$ cat src/rtl/adc_buf_pkg.sv
// Shared types and default widths for the ADC sample-buffer controller.
package adc_buf_pkg;

   localparam int ADDR_W_DEF = 10;
   localparam int DATA_W_DEF = 16;

   typedef enum logic [2:0] {
      IDLE    = 3'd0,
      ARM     = 3'd1,
      CAPTURE = 3'd2,
      READOUT = 3'd3,
      DONE    = 3'd4
   } state_t;

endpackage

$ cat src/rtl/adc_buf_skid.sv
// Two-entry output buffer: absorbs the one-cycle BRAM read latency so the
// stream can run one beat per clock while the consumer is ready.
module adc_buf_skid
   import adc_buf_pkg::*;
#(
   parameter int W = 17
) (
   input  logic         clk,
   input  logic         rst_n,
   input  logic         flush,
   input  logic         s_valid,
   input  logic [W-1:0] s_data,
   output logic         s_ready,
   output logic         m_valid,
   output logic [W-1:0] m_data,
   input  logic         m_ready
);

   logic [1:0]   r_cnt;
   logic [W-1:0] r_head;
   logic [W-1:0] r_tail;
   logic         w_push;
   logic         w_pop;

   // Valid/ready on both sides: a beat moves on a clock edge where valid and
   // ready are both high; once valid is raised the data holds until accepted.
   assign s_ready = (r_cnt != 2'd2);
   assign m_valid = (r_cnt != 2'd0);
   assign m_data  = r_head;
   assign w_push  = s_valid && s_ready;
   assign w_pop   = m_valid && m_ready;

   always_ff @(posedge clk or negedge rst_n) begin
      if (!rst_n) begin
         r_cnt  <= 2'd0;
         r_head <= '0;
         r_tail <= '0;
      end else if (flush) begin
         r_cnt <= 2'd0;
      end else begin
         case ({w_push, w_pop})
            2'b11: begin
               if (r_cnt == 2'd2) begin
                  r_head <= r_tail;
                  r_tail <= s_data;
               end else begin
                  r_head <= s_data;
               end
            end
            2'b01: begin
               r_head <= r_tail;
               r_cnt  <= r_cnt - 2'd1;
            end
            2'b10: begin
               if (r_cnt == 2'd0) r_head <= s_data;
               else               r_tail <= s_data;
               r_cnt <= r_cnt + 2'd1;
            end
            default: ;
         endcase
      end
   end

endmodule

$ cat src/rtl/adc_buf_ctrl.sv
// Sequences the ADC sample BRAM: arm, trigger, capture one frame, stream it out.
// Optional decimation in CAPTURE is enabled with the ADC_BUF_DECIM_EN macro.
module adc_buf_ctrl
   import adc_buf_pkg::*;
#(
   parameter int ADDR_W    = ADDR_W_DEF,
   parameter int DATA_W    = DATA_W_DEF,
   parameter int FRAME_LEN = 1024
) (
   input  logic              clk,
   input  logic              rst_n,
   input  logic              start,
   input  logic              abort,
   input  logic              trig,
   input  logic              adc_valid,
   input  logic [DATA_W-1:0] adc_data,
`ifdef ADC_BUF_DECIM_EN
   input  logic [3:0]        decim,
`endif
   output logic              ram_cea,
   output logic [ADDR_W-1:0] ram_ada,
   output logic [DATA_W-1:0] ram_din,
   output logic              ram_ceb,
   output logic [ADDR_W-1:0] ram_adb,
   output logic              ram_oce,
   input  logic [DATA_W-1:0] ram_dout,
   output logic              m_valid,
   output logic [DATA_W-1:0] m_data,
   output logic              m_last,
   input  logic              m_ready,
   output logic              busy,
   output logic              done,
   output logic              ovf,
   output state_t            dbg_state
);

   localparam logic [ADDR_W-1:0] LAST_ADDR = ADDR_W'(FRAME_LEN - 1);
   localparam logic [ADDR_W:0]   FRAME_CNT = (ADDR_W + 1)'(FRAME_LEN);

   state_t              r_state;
   logic [ADDR_W-1:0]   r_wr_ptr;
   logic [ADDR_W:0]     r_rd_ptr;
   logic                r_cea;
   logic [ADDR_W-1:0]   r_ada;
   logic [DATA_W-1:0]   r_din;
   logic                r_pend;
   logic                r_pend_last;
   logic                r_done;
   logic                r_ovf;
   logic                w_take;
   logic                w_space;
   logic                w_ceb;
   logic                w_pop;
   logic                w_sk_ready;
   logic                w_sk_valid;
   logic [DATA_W:0]     w_sk_data;

`ifdef ADC_BUF_DECIM_EN
   logic [3:0]          r_dcnt;
   assign w_take = (r_dcnt == decim);
`else
   assign w_take = 1'b1;
`endif

   // A read may issue only if the buffer can still hold it after the read
   // already in flight lands, counting a beat leaving this cycle.
   assign w_pop   = w_sk_valid && m_ready;
   assign w_space = r_pend ? (!w_sk_valid || (w_sk_ready && w_pop))
                           : (w_sk_ready || w_pop);
   assign w_ceb   = !abort && (r_state == READOUT) && (r_rd_ptr != FRAME_CNT) && w_space;

   assign ram_cea   = r_cea;
   assign ram_ada   = r_ada;
   assign ram_din   = r_din;
   assign ram_ceb   = w_ceb;
   assign ram_adb   = w_ceb ? r_rd_ptr[ADDR_W-1:0] : '0;
   assign ram_oce   = 1'b1;
   assign m_valid   = w_sk_valid;
   assign m_data    = w_sk_data[DATA_W-1:0];
   assign m_last    = w_sk_data[DATA_W];
   assign busy      = (r_state != IDLE);
   assign done      = r_done;
   assign ovf       = r_ovf;
   assign dbg_state = r_state;

   always_ff @(posedge clk or negedge rst_n) begin
      if (!rst_n) begin
         r_state     <= IDLE;
         r_wr_ptr    <= '0;
         r_rd_ptr    <= '0;
         r_cea       <= 1'b0;
         r_ada       <= '0;
         r_din       <= '0;
         r_pend      <= 1'b0;
         r_pend_last <= 1'b0;
         r_done      <= 1'b0;
         r_ovf       <= 1'b0;
`ifdef ADC_BUF_DECIM_EN
         r_dcnt      <= '0;
`endif
      end else begin
         r_cea       <= 1'b0;
         r_done      <= 1'b0;
         r_pend      <= w_ceb;
         r_pend_last <= w_ceb && (r_rd_ptr[ADDR_W-1:0] == LAST_ADDR);
         if (w_ceb) r_rd_ptr <= r_rd_ptr + 1'b1;
         if (abort) begin
            r_state <= IDLE;
            r_pend  <= 1'b0;
         end else begin
            case (r_state)
               IDLE: begin
                  if (start) begin
                     r_state  <= ARM;
                     r_wr_ptr <= '0;
                     r_rd_ptr <= '0;
                     r_ovf    <= 1'b0;
                  end
               end
               ARM: begin
                  if (adc_valid && trig) begin
                     r_cea    <= 1'b1;
                     r_ada    <= '0;
                     r_din    <= adc_data;
                     r_wr_ptr <= ADDR_W'(1);
                     r_state  <= CAPTURE;
`ifdef ADC_BUF_DECIM_EN
                     r_dcnt   <= '0;
`endif
                  end
               end
               CAPTURE: begin
                  if (adc_valid && w_take) begin
                     r_cea <= 1'b1;
                     r_ada <= r_wr_ptr;
                     r_din <= adc_data;
                     if (r_wr_ptr == LAST_ADDR) r_state  <= READOUT;
                     else                       r_wr_ptr <= r_wr_ptr + 1'b1;
                  end
`ifdef ADC_BUF_DECIM_EN
                  if (adc_valid) r_dcnt <= w_take ? 4'd0 : r_dcnt + 4'd1;
`endif
               end
               READOUT: begin
                  if (adc_valid) r_ovf <= 1'b1;
                  if (w_pop && m_last) begin
                     r_state <= DONE;
                     r_done  <= 1'b1;
                  end
               end
               DONE:    r_state <= IDLE;
               default: r_state <= IDLE;
            endcase
         end
      end
   end

   adc_buf_skid #(.W(DATA_W + 1)) u_skid (
      .clk     (clk),
      .rst_n   (rst_n),
      .flush   (abort),
      .s_valid (r_pend),
      .s_data  ({r_pend_last, ram_dout}),
      .s_ready (w_sk_ready),
      .m_valid (w_sk_valid),
      .m_data  (w_sk_data),
      .m_ready (m_ready)
   );

endmodule

$ cat config.mk
export PLATFORM = sky130hd
export DESIGN_NAME = adc_buf_ctrl
export DESIGN_NICKNAME = d
export VERILOG_FILES = /design/src/rtl/adc_buf_pkg.sv /design/src/rtl/adc_buf_skid.sv /design/src/rtl/adc_buf_ctrl.sv
export SDC_FILE = /design/constraint.sdc
export NUM_CORES = 1
export LEC_CHECK = 0
export ABC_AREA = 1
export CAP_MARGIN = 15
export CORE_MARGIN = 5
export CORE_UTILIZATION = 42
export DETAILED_ROUTE_END_ITERATION = 8
export PLACE_DENSITY = 0.76
export SLEW_MARGIN = 20
export SYNTH_ARGS = -nofsm -noshare
export SYNTH_HDL_FRONTEND = slang
export SYNTH_SLANG_ARGS = --single-unit
$ cat constraint.sdc
create_clock -name clk -period 3.27 [get_ports clk]
set_input_delay 0.981 -clock clk [delete_from_list [all_inputs] [get_ports clk]]
set_output_delay 0.981 -clock clk [all_outputs]
set_load 0.005 [all_outputs]
==> flow_summary.yaml <==
sta:
  max_freq_mhz: 311.7
  rsz0062_at_grt: "yes"
  finalHoldViolations: 0
  hold_slack_ps: 481.1
  slew_violations: 0
  setup_slack_ps: 61.86
  fin_crit_sh_pct: 98.11
  setup_viol: 0
  post-route-min-period_ps: 3208
  finClkSkew_ps: 6.241
status:
  outcome: "finished clean"
grt:
  grt_max_degree: 55
  grt_pass1_vias: 4275
  grt_first_pass_wirelength_um: 20560
  grt_overflow: 0
  antenna_found_initial: 0
  gr-usage-all-layers_pct: 18.93
drt:
  dr.pass1.iters: 5
  ant_nets: 0
  vias_per_cell: 5.184
  num_vias: 4406
  wl_per_cell_um: 14.38
  drc_errors: 0
  drt_iter0_markers: 389
  routed_wl_um: 12220
worst_setup_path:
  path_max_fanout: 6
  path_cells: "dlygate4sd2_1, inv_2, nand2_2, nor2_4, nand2_2, nor2_4, buf_4, nand2_4, nor2_2, clkdlybuf4s15_1"
  worstPathRequired_ps: 2290
  r2r_cells: 14
  reg2reg_setup_slack_ps: 1020
  crit_family: "buffers and inverters"
  end_kind: "output port"
  cp_num_buf_inv: 4
  cp-start-kind: "input port"
  r2r_start: "u_skid.r_cnt[0]$_DFFE_PN0P_"
  setup.worst_path.class: "input port to output port"
  r2r_end: "r_rd_ptr[9]$_DFF_PN0_"
  critical_path.max_stage_delay_ps: 260
  critPathSlowestCell: "dlygate4sd2_1"
  worstPathArrival_ps: 2230
synthesis:
  yosysSeqAreaShare_pct: 47.79
  synthDistinctLibCells: 38
  synthTopCellsByCount: "nand2_1 (197), dfrtp_1 (91), inv_1 (73)"
  ys_ff_latch: 91
  syn-cell-area_um2: 4765
  syn_inst: 599
  syn_nets: 644
  yosysTopAreaCell: "dfrtp_1"
  synth_top_area_share_pct: 47.79
  synth_area_per_cell_um2: 7.954
  yosys_warnings: 0
  ys_async_sr_fraction_pct: 100.0
  synthTopCellsByArea: "dfrtp_1 (48%), nand2_1 (16%), inv_1 (5.8%)"
  synth.most_common_cell: "nand2_1"
  ys.flop_type: "dfrtp_1"
  synth_edf_count: 0
clock_tree:
  clkSinkCount: 91
  htreeDepth: 3
  clk_pin_slew_ps: 70
  cts_buffer_depth: 2
  clkLatencyLatePin_ps: 340
  clockRootBuffer: "clkbuf_16"
  hold_buffers: 0
  cts_buffers: 9
  cts_tree: "built"
layout:
  diodes: 0
  finalNetCount: 750
  finalInstanceArea_um2: 6289
  fill_cells: 997
  seq_area_um2: 2277
  syn2layout_area_growth_pct: 31.99
  layout-drive-gt1-share_pct: 10.42
  multi_input_area_um2: 2076
job:
  maxCapViolations: 0
power:
  combPwrFrac_pct: 39.4
  switching_share_pct: 35.44
  p_sw_mw: 1.618
  clkPwrFrac_pct: 23.1
  vdd_ir_drop_max_mv: 0.3676
  total_power_mw: 4.564
  p_leak_nw: 2.934
  seqPwrFrac_pct: 37.4
  cellPowerDensity_nw_per_um2: 725.8
  intPower_mw: 2.946
placement:
  placed_area_um2: 5899
  portBuffers: 100
  dpl.hpwl_um: 8147
  globalplace.congestion: 0.8437
  place_ws_ps: -417.0
hold_path:
  min_to: "ram_ada[7]$_DFFE_PN0P_"
  worstHoldPathCells: 2
  holdCritPathClass: "flip-flop to flip-flop"
  min_from: "ram_ada[7]$_DFFE_PN0P_"
die:
  dieArea_um2: 13570
  coreArea_um2: 10980
  die_w_um: 116.5
  num_rows: 38
  ios: 102
  die_y_um: 116.5
  initial_core_util_pct: 43.38
-- power by group through the flow --
| stage | clock network [mW] | logic [mW] | registers, mW |
|---|---|---|---|
| detailed placement | 0 | 1.79 | 1.73 |
| global placement | 0 | 1.73 | 1.70 |
| finish | 1.06 | 1.80 | 1.71 |
| floorplan | 0 | 0.992 | 1.70 |
| global route | 1.14 | 2.02 | 1.76 |
| CTS | 1.08 | 1.82 | 1.71 |
-- layout make-up --
type                            count  area share, %
Sequential cell                    91          36.21
Multi-Input combinational cell    400          33.01
Timing Repair Buffer              122          18.32
Inverter                           81          4.835
Clock buffer                       10          3.800
Tap cell                          140          2.786
Clock inverter                      6          1.035
-- flip-flops by register name, summed over array words and instances (netlist names) --
name and count:
dbg_state 3, done 1, ovf 1, r_pend 1, r_pend_last 1, r_rd_ptr 11, r_wr_ptr 10, ram_ada 10
ram_cea 1, ram_din 16, u_skid.m_data 17, u_skid.r_cnt 2, u_skid.r_tail 17
-- metal layers --
| layer | vias to the layer above | track usage, % | part of all wire, % |
|---|---|---|---|
| li1 | 2157 | - | - |
| met1 | 2079 | 25.24 | 44 |
| met2 | 149 | 30.05 | 48 |
| met3 | 21 | 4.041 | 6.0 |
| met4 | 0 | 7.811 | 2.0 |
| met5 | - | 0 | 0 |
-- through the flow --
step | setup TNS, ps | utilization, % | cells
finish | 0 | 57.26 | 850
CTS | 0 | 57.10 | 848
global placement | -3376 | 53.71 | 824
global route | -99.04 | 57.26 | 850
detailed placement | -4131 | 53.71 | 824
floorplan | 0 | - | 599
-- worst max-delay path by stage --
stage	startpoint	end	slack, ps	depth (start not counted)
final	abort	ram_adb[6]	60	10
after global routing	abort	ram_adb[1]	-40	10
after CTS	abort	ram_adb[0]	30	10
after detailed placement	abort	ram_adb[4]	-420	9
after global placement	abort	ram_adb[0]	-330	9
after floorplan	abort	ram_adb[0]	540	8
-- worst register-to-register path: cells and delay by family (launching register included) --
kind,cells,cell delay [ps]
flops,1,440
buf+inv,8,1000
simple gates,6,710
-- cell families after synthesis --
kind of cell	Yosys count	share of synthesized area, %
AOI/OAI and AO/OA	103	14.50
xor gates and xnor gates	11	2.022
adders and majority gates	6	1.576
buffers and inverters	109	9.506
DFF	91	47.79
other	1	0.07871
and+or+nand+nor	278	24.53
-- timing repair --
item,CTS,global route
endpoints found under the setup margin,11,6
gates resized for setup,19,13
setup buffers,7,2
gates cloned,1,0
pin swaps,2,2
-- layout by cell type (no fill, tap or decap), types with 8 or more instances in the layout --
master / Yosys / final
nand3_1: 17 / 17
a21oi_1: 9 / 9
dfrtp_1: 91 / 91
nor3_1: 8 / 8
o22ai_1: 17 / 17
buf_4: 4 / 22
nor2_1: 34 / 29
nor2_2: 5 / 8
o21ai_0: 28 / 28
o211ai_1: 18 / 18
a221oi_1: 17 / 17
clkdlybuf4s50_1: 0 / 86
inv_1: 73 / 73
clkbuf_16: 0 / 9
nand2_1: 197 / 196
xor2_1: 11 / 11
Power figures use the tool's default switching activity.
